==> config.mk <==
export PLATFORM = sky130hd
export DESIGN_NAME = alu_operand_fetch
export DESIGN_NICKNAME = d
export VERILOG_FILES = /design/src/rtl/alu_operand_fetch.sv
export SDC_FILE = /design/constraint.sdc
export NUM_CORES = 2
export LEC_CHECK = 0
export CAP_MARGIN = 30
export CORE_MARGIN = 4
export CORE_UTILIZATION = 40
export CTS_CLUSTER_SIZE = 30
export DETAILED_ROUTE_END_ITERATION = 8
export GPL_TIMING_DRIVEN = 0
export PLACE_DENSITY_LB_ADDON = 0.1
export SLEW_MARGIN = 0
export SYNTH_ARGS = -nofsm -noshare
export SYNTH_HDL_FRONTEND = slang
export SYNTH_SLANG_ARGS = --single-unit
==> constraint.sdc <==
create_clock -name clk -period 4.85 [get_ports clk]
set_clock_uncertainty 0.05 [all_clocks]
set_input_delay 1.2125 -clock clk [delete_from_list [all_inputs] [get_ports clk]]
set_output_delay 1.2125 -clock clk [all_outputs]
set_load 0.03 [all_outputs]
==> src/rtl/alu_operand_fetch.sv <==
// Operand-fetch/issue stage: GPR file, decode, RAW scoreboard and a one-deep issue register to the ALU.
// Optional macro OPFETCH_BYPASS_EN lets a same-cycle writeback release a hazard and forward wb_data.
module alu_operand_fetch #(
    parameter int DATA_W = 32,
    parameter int NREG   = 32
) (
    input  logic              clk,
    input  logic              rst_n,
    input  logic              in_valid,
    output logic              in_ready,
    input  logic [31:0]       in_instr,
    output logic              out_valid,
    input  logic              out_ready,
    output logic [31:0]       out_instr,
    output logic [DATA_W-1:0] out_rega,
    output logic [DATA_W-1:0] out_regb,
    output logic [4:0]        out_dst,
    output logic              out_wen,
    input  logic              wb_valid,
    input  logic [4:0]        wb_dst,
    input  logic [DATA_W-1:0] wb_data,
    input  logic              wb_ovf,
    output logic              ovf_sticky
);

    localparam int AW = 5;

    // ---------------------------------------------------------------- decode
    logic [5:0]    op;
    logic [5:0]    funct;
    logic [AW-1:0] rs;
    logic [AW-1:0] rt;
    logic [AW-1:0] rd;
    logic [AW-1:0] dec_dst;
    logic          dec_wen;
    logic          rs_used;
    logic          rt_used;

    assign op    = in_instr[31:26];
    assign rs    = in_instr[25:21];
    assign rt    = in_instr[20:16];
    assign rd    = in_instr[15:11];
    assign funct = in_instr[5:0];

    always_comb begin
        dec_dst = '0;
        dec_wen = 1'b0;
        rs_used = 1'b1;
        rt_used = 1'b0;
        case (op)
            6'h00: begin
                dec_dst = rd;
                dec_wen = 1'b1;
                rt_used = 1'b1;
                // Shift-by-immediate forms ignore rs
                if (funct == 6'h00 || funct == 6'h02 || funct == 6'h03) begin
                    rs_used = 1'b0;
                end
            end
            6'h08, 6'h09, 6'h0A, 6'h0B, 6'h0C, 6'h0D, 6'h0E, 6'h23: begin
                dec_dst = rt;
                dec_wen = 1'b1;
            end
            6'h04, 6'h05, 6'h2B: begin
                rt_used = 1'b1;
            end
            default: begin
                dec_wen = 1'b0;
            end
        endcase
        if (dec_dst == '0) begin
            dec_wen = 1'b0;
        end
        if (rs == '0) begin
            rs_used = 1'b0;
        end
        if (rt == '0) begin
            rt_used = 1'b0;
        end
    end

    // ---------------------------------------------------------------- GPR file
    logic [DATA_W-1:0] gpr_val [NREG];
    logic              wb_write;

    assign wb_write = wb_valid && !wb_ovf;

    generate
        for (genvar gi = 0; gi < NREG; gi++) begin : g_gpr
            if (gi == 0) begin : g_zero
                assign gpr_val[gi] = '0;
            end else begin : g_reg
                logic [DATA_W-1:0] val_q;
                always_ff @(posedge clk or negedge rst_n) begin
                    if (!rst_n) begin
                        val_q <= '0;
                    end else if (wb_write && wb_dst == AW'(gi)) begin
                        val_q <= wb_data;
                    end
                end
                assign gpr_val[gi] = val_q;
            end
        end
    endgenerate

    // ---------------------------------------------------------------- hazard / operands
    logic [NREG-1:0]   pending_q;
    logic [NREG-1:0]   pending_d;
    logic              clr_rs;
    logic              clr_rt;
    logic              wb_coll;
    logic              hz;
    logic              accept;
    logic [DATA_W-1:0] opa;
    logic [DATA_W-1:0] opb;

`ifdef OPFETCH_BYPASS_EN
    assign clr_rs  = wb_valid && (wb_dst == rs);
    assign clr_rt  = wb_valid && (wb_dst == rt);
    assign wb_coll = 1'b0;
    // A trapped result is never forwarded; the old register value is used instead
    assign opa = (wb_write && wb_dst == rs && rs != '0) ? wb_data : gpr_val[rs];
    assign opb = (wb_write && wb_dst == rt && rt != '0) ? wb_data : gpr_val[rt];
`else
    assign clr_rs  = 1'b0;
    assign clr_rt  = 1'b0;
    // Without forwarding, a source written this cycle must be re-read after the write lands
    assign wb_coll = wb_write && (wb_dst != '0) &&
                     ((rs_used && wb_dst == rs) || (rt_used && wb_dst == rt));
    assign opa = gpr_val[rs];
    assign opb = gpr_val[rt];
`endif

    assign hz = (rs_used && pending_q[rs] && !clr_rs) ||
                (rt_used && pending_q[rt] && !clr_rt) ||
                wb_coll;

    logic out_valid_q;

    assign in_ready = (!out_valid_q || out_ready) && !hz;
    assign accept   = in_valid && in_ready;

    // Set after clear so a same-cycle issue to the written-back register stays pending
    always_comb begin
        pending_d = pending_q;
        if (wb_valid) begin
            pending_d[wb_dst] = 1'b0;
        end
        if (accept && dec_wen) begin
            pending_d[dec_dst] = 1'b1;
        end
        pending_d[0] = 1'b0;
    end

    always_ff @(posedge clk or negedge rst_n) begin
        if (!rst_n) begin
            pending_q <= '0;
        end else begin
            pending_q <= pending_d;
        end
    end

    // ---------------------------------------------------------------- issue register
    logic [31:0]       out_instr_q;
    logic [DATA_W-1:0] out_rega_q;
    logic [DATA_W-1:0] out_regb_q;
    logic [AW-1:0]     out_dst_q;
    logic              out_wen_q;
    logic              ovf_sticky_q;

    always_ff @(posedge clk or negedge rst_n) begin
        if (!rst_n) begin
            out_valid_q <= 1'b0;
            out_instr_q <= '0;
            out_rega_q  <= '0;
            out_regb_q  <= '0;
            out_dst_q   <= '0;
            out_wen_q   <= 1'b0;
        end else if (accept) begin
            out_valid_q <= 1'b1;
            out_instr_q <= {in_instr[31:26], 5'd0, 5'd1, in_instr[15:0]};
            out_rega_q  <= opa;
            out_regb_q  <= opb;
            out_dst_q   <= dec_dst;
            out_wen_q   <= dec_wen;
        end else if (out_ready) begin
            out_valid_q <= 1'b0;
        end
    end

    always_ff @(posedge clk or negedge rst_n) begin
        if (!rst_n) begin
            ovf_sticky_q <= 1'b0;
        end else if (wb_valid && wb_ovf) begin
            ovf_sticky_q <= 1'b1;
        end
    end

    assign out_valid  = out_valid_q;
    assign out_instr  = out_instr_q;
    assign out_rega   = out_rega_q;
    assign out_regb   = out_regb_q;
    assign out_dst    = out_dst_q;
    assign out_wen    = out_wen_q;
    assign ovf_sticky = ovf_sticky_q;

endmodule

Word-level counts from Yosys, hierarchy flattened

Index checks and enable logic that the tools add are counted.

Register bits after elaboration: 1,118
Output and inout port bits: 105

Order comparisons: 8
Equal/unequal tests: 46
Multiplexer cells: 26
Bitwise gates (word level): 5
Reduce and logical (&&, ||, !) cells: 63

Operators with widths:

| operator                                                          | number |
|---|---|
| binary-select mux 32 bit (select 5 bit)                           | 2 |
| two-way mux 32 bit                                                | 6 |
| equality test 5 bit, second input constant                        | 16 |
| logical AND 1 bit                                                 | 44 |
| equality test 6 x 4 -> 1 bit, second input constant               | 7 |
| equality test 5 x 4 -> 1 bit, second input constant               | 8 |
| AND 32 bit                                                        | 1 |
| NOT 32 bit                                                        | 1 |
| OR 32 bit                                                         | 1 |
| < comparator 5 x 6 -> 1 bit, second input constant                | 4 |
| equality test 5 x 3 -> 1 bit, second input constant               | 4 |
| logical NOT 5 bit                                                 | 3 |
| two-way mux 1 bit                                                 | 13 |
| equality test 6 x 2 -> 1 bit, second input constant               | 2 |
| equality test 6 x 3 -> 1 bit, second input constant               | 2 |
| equality test 6 bit, second input constant                        | 2 |
| greater-or-equal comparator 6 bit, second input constant          | 2 |
| logical NOT 6 bit                                                 | 2 |
| NOT 5 -> 6 bit                                                    | 2 |
| binary-select mux 1 bit (select 5 bit)                            | 2 |
| demux 1 bit (select 5 bit)                                        | 2 |
| equality test 5 x 2 -> 1 bit, second input constant               | 2 |
| equality test 5 bit                                               | 2 |
| greater-or-equal comparator 5 x 1 -> 1 bit, second input constant | 2 |
| 9 further kinds                                                   | 16 |

Depth between registers and ports, before layout

Depth in word-level cells: 15
Mapped depth: 12

Least setup slack after synthesis

OpenSTA, ideal clock, no wires.

Path kind: input to output
Start: in in_instr[22]
End: out in_ready
Data arrival time: 3.352 ns
Path slack: 0.236 ns
Stages on the path: 8
Path buffers: 2
Cells stage by stage: clkbuf_1 mux4_2 o21ai_1 o22ai_1 a221oi_1 nand2_1 buf_2 nor2_1

Word-level cells in the longest chain between the ends: 8
Elaborated cells between the ends (all ways): 13
Those cells by class: eq/ne: 1; mux: 3; reduce/logical: 9

Ends and longest elaborated chain:

| what                                                                           | line | text |
|---|---|---|
| from (decl)                                                                    | 11   | `input logic [31:0] in_instr,` |
| branches (longest 5 deep; another with binary-select mux 1 bit (select 5 bit)) | --   |  |
| logical OR 1 bit *                                                             | 135  | `(rt_used && pending_q[rt] && !clr_rt) \|\|` |
| logical NOT 1 bit *                                                            | 140  | `assign in_ready = (!out_valid_q \|\| out_ready) && !hz;` |
| logical AND 1 bit *                                                            | 140  |  |
| to (decl)                                                                      | 10   | `output logic in_ready,` |

Every way passes the cells marked *. The select of a mux whose other input is x is not followed.

Worst setup path after layout

Start: in wb_dst[0]
End: out in_ready

Word-level cells in the longest chain between the ends: 7
Elaborated cells between the ends (all ways): 11
Those cells by class: eq/ne: 2; reduce/logical: 9

Ends and longest elaborated chain:

| what                | line | text |
|---|---|---|
| from (decl)         | 20   | `input logic [4:0] wb_dst,` |
| equality test 5 bit | 129  | `((rs_used && wb_dst == rs) \|\| (rt_used && wb_dst == rt));` |
| logical AND 1 bit   | 129  |  |
| logical OR 1 bit    | 129  |  |
| logical AND 1 bit * | 128  | `assign wb_coll = wb_write && (wb_dst != '0) &&` |
| logical OR 1 bit *  | 135  |  |
| logical NOT 1 bit * | 140  |  |
| logical AND 1 bit * | 140  |  |

Every way passes the cells marked *; elsewhere a longest branch is shown, timed or not.

==> summary.md <==
| Metric | Value |
|---|---|
| Status | `completed` |
| Sequential share of power | `42.3%` |
| DP Wirelength | `170000 um` |
| DR iter-0 viols | `3611` |
| PwrDens | `392 nW/um2` |
| Clk root buf | `clkbuf_16` |
| Nets | `4311` |
| Final setup fails | `0` |
| Die Height | `391 um` |
| Clock power share | `37.6%` |
| CP Launch Type | `input port` |
| Critical Path AT | `3.50 ns` |
| DRC Markers | `0` |
| YS warnings | `0` |
| Hold buffer count at cts | `0` |
| LEAKAGE | `0.0305 uW` |
| R2R setup slack | `1.43 ns` |
| Antenna Violating Nets Remaining | `0` |
| Vias per cell | `6.24` |
| Comb pwr share | `20.1%` |
| Pwr Total | `27200 uW` |
| Share of post-route cells with drive strength above 1 | `47.2%` |
| Worst VDD drop | `0.000255 V` |
| Rel. slew slack | `28.5%` |
| Ys flop type | `dfrtp_1` |
| Detailed Routing Iterations Pass 1 | `6` |
| Initial antenna violation count | `7` |
| Avg Inst Size Synth | `15.5 um2` |
| IO buf count | `163` |
| Setup CP Type | `in2out` |
| Core area | `146000 um2` |
| CP endpoint kind | `output port` |
| Overall die area | `153000 um2` |
| Top cells by area, synth | `dfrtp_1, mux4_2, mux2_2, mux2_1, mux2i_1` |
| Top post-synthesis cells by count | `dfrtp_1, mux2_2, mux4_2` |
| Clock buffer depth | `3` |
| TritonCTS clock tree | `done` |
| Core Util, Final | `47.7%` |
| Syn Std Cell Area | `58600 um2` |
| Num CTS Buffers | `133` |
| Number of global-route vias before repair | `39700` |
| Switching share of power | `28.6%` |
| Clock sink count | `1118` |
| RSZ-0062 raised after global routing | `false` |
| GR Overflow Total | `0` |
| Post-synth cell types | `58` |
| Placed Cells | `6002` |
| CTS clk-pin slew, worst paths | `0.06 ns` |
| DR WL/cell | `36.8 um` |
| Via count | `39000` |
| Fin crit period | `4.76 ns` |
| Most frequent cell after synthesis | `dfrtp_1` |
| Slew Limit Fails | `0` |
| FF+latch count, synth | `1118` |
| Worst Path Required | `3.59 ns` |
| GPL Wtd Cong | `0.921` |
| Clk Latency, worst-skew pair | `0.78 ns` |
| IO Pins | `180` |
| Final Hold Fails | `0` |
| Worst Path Max Fanout | `10` |
| GRT Overall Usage | `30.2%` |
| Initial Util | `40.3%` |
| Post-synth EDFFs | `0` |
| Hold WC Path Type | `in2async` |
| Max Cap Violations | `0` |
| Final std cells w/o fill | `6254` |
| Largest net degree at the start of global routing | `160` |
| F_max | `0.210 GHz` |
| Pint | `19400 uW` |
| Post-Route WL | `230000 um` |
| Area growth syn-to-layout | `18.4%` |
| Rows | `140` |
| Post-synthesis sequential area ratio | `47.7%` |
| NetSw | `7780 uW` |
| Setup TNS Final | `0 ns` |
| FILL cells | `12700` |
| H-tree depth | `4` |
| Largest area contributor in the netlist | `dfrtp_1` |
| Async SR Flop Fraction | `100%` |
| Synth Instances | `3786` |
| Period utilisation layout | `98.2%` |
| First-pass GRT wire length | `319000 um` |
| Synth top area share | `47.7%` |
| Worst-margin pin slew | `1.07 ns` |
| Die X | `391 um` |
-- stage by stage --
stage / hold slack (ns) / setup slack [ns] / instance area (um2)
2_1_floorplan: 0.420 / 0.236 / 58700
3_3_place_gp: 0.389 / -51.59 / 62700
3_5_place_dp: 0.397 / -1.60 / 64700
4_1_cts: 0.276 / 0.0815 / 69200
5_1_grt: 0.297 / 0.0147 / 69400
6_report: 0.284 / 0.0879 / 69400
-- critical path: stages --
cell             delay (ns)
clkdlybuf4s50_1        0.61
clkbuf_1               0.53
xnor2_1                0.19
nand4_1                0.12
or4_1                  0.49
nand2_4                0.13
nor2_1                 0.05
buf_4                  0.17
-- layout by cell type (no fill, tap or decap), types with 30 or more instances in the layout --
master / count
buf_8: 110
mux2_1: 98
mux2i_1: 100
mux2_2: 1039
mux4_2: 545
o21ai_0: 57
nand2_1: 111
nor2_1: 30
buf_1: 71
clkdlybuf4s50_1: 157
buf_2: 60
a22o_1: 35
dfrtp_1: 1118
clkbuf_16: 139
clkbuf_1: 269
-- sequential cells by signal, indices dropped and copies added, names as in the netlist --
signal	count
g_gpr.g_reg.val_q	992
out_dst	5
out_instr	23
out_rega	32
out_regb	32
out_valid	1
out_wen	1
ovf_sticky	1
pending_q	31
-- cells by family after synthesis --
logic type | Yosys count | share of synthesized area (%)
xor+xnor | 10 | 0.149
other cells | 1 | 0.00640
compound gates | 239 | 3.03
simple gates | 212 | 1.65
buf+inv | 423 | 2.93
flops | 1118 | 47.7
mux | 1783 | 44.5
-- layer usage --
metal	GRT usage, %	vias to the layer above	wire (um)
li1	-	15600	-
met1	41.0	21400	95200
met2	46.1	1685	104000
met3	5.94	426	16500
met4	16.0	2	14200
met5	0	-	14
-- cell type report --
cell class	instances	area (um2)	share of cell area (%)
multi-input cells	2253	29000	41.8
clock buffers	201	3980	5.74
repair buffers	309	3850	5.54
well taps	1917	2400	3.46
inverters	18	67.6	0.0973
flip-flops and latches	1118	28000	40.3
diodes	3	7.51	0.0108
clock inverters	32	407	0.586
plain buffers	403	1700	2.45
-- repair_timing --
action,in CTS,in global routing
resized for setup,28,5
setup endpoints to repair,41,1
buffers inserted,5,2
pin swaps,3,1
cloned,0,1
-- path summary, 6_finish.rpt --
check,from,endpoint,cells after the start
setup / recovery,wb_dst[0],in_ready,8
hold / removal,rst_n,g_gpr[8].g_reg.val_q[26],1
setup reg to reg,pending_q[23],out_regb[24],8
hold reg to reg,ovf_sticky,ovf_sticky,1
max in group asynchronous,rst_n,g_gpr[7].g_reg.val_q[6],4
min in group clk,ovf_sticky,ovf_sticky,1
-- power groups by stage --
stage	clock network, uW	logic, uW	registers, uW
after global placement	0	5270	11700
after CTS	10400	5470	11500
after detailed placement	0	5440	11700
after global routing	10800	5730	11700
final	10200	5470	11500
after floorplan	0	3090	11700
Power figures use the tool's default switching activity.
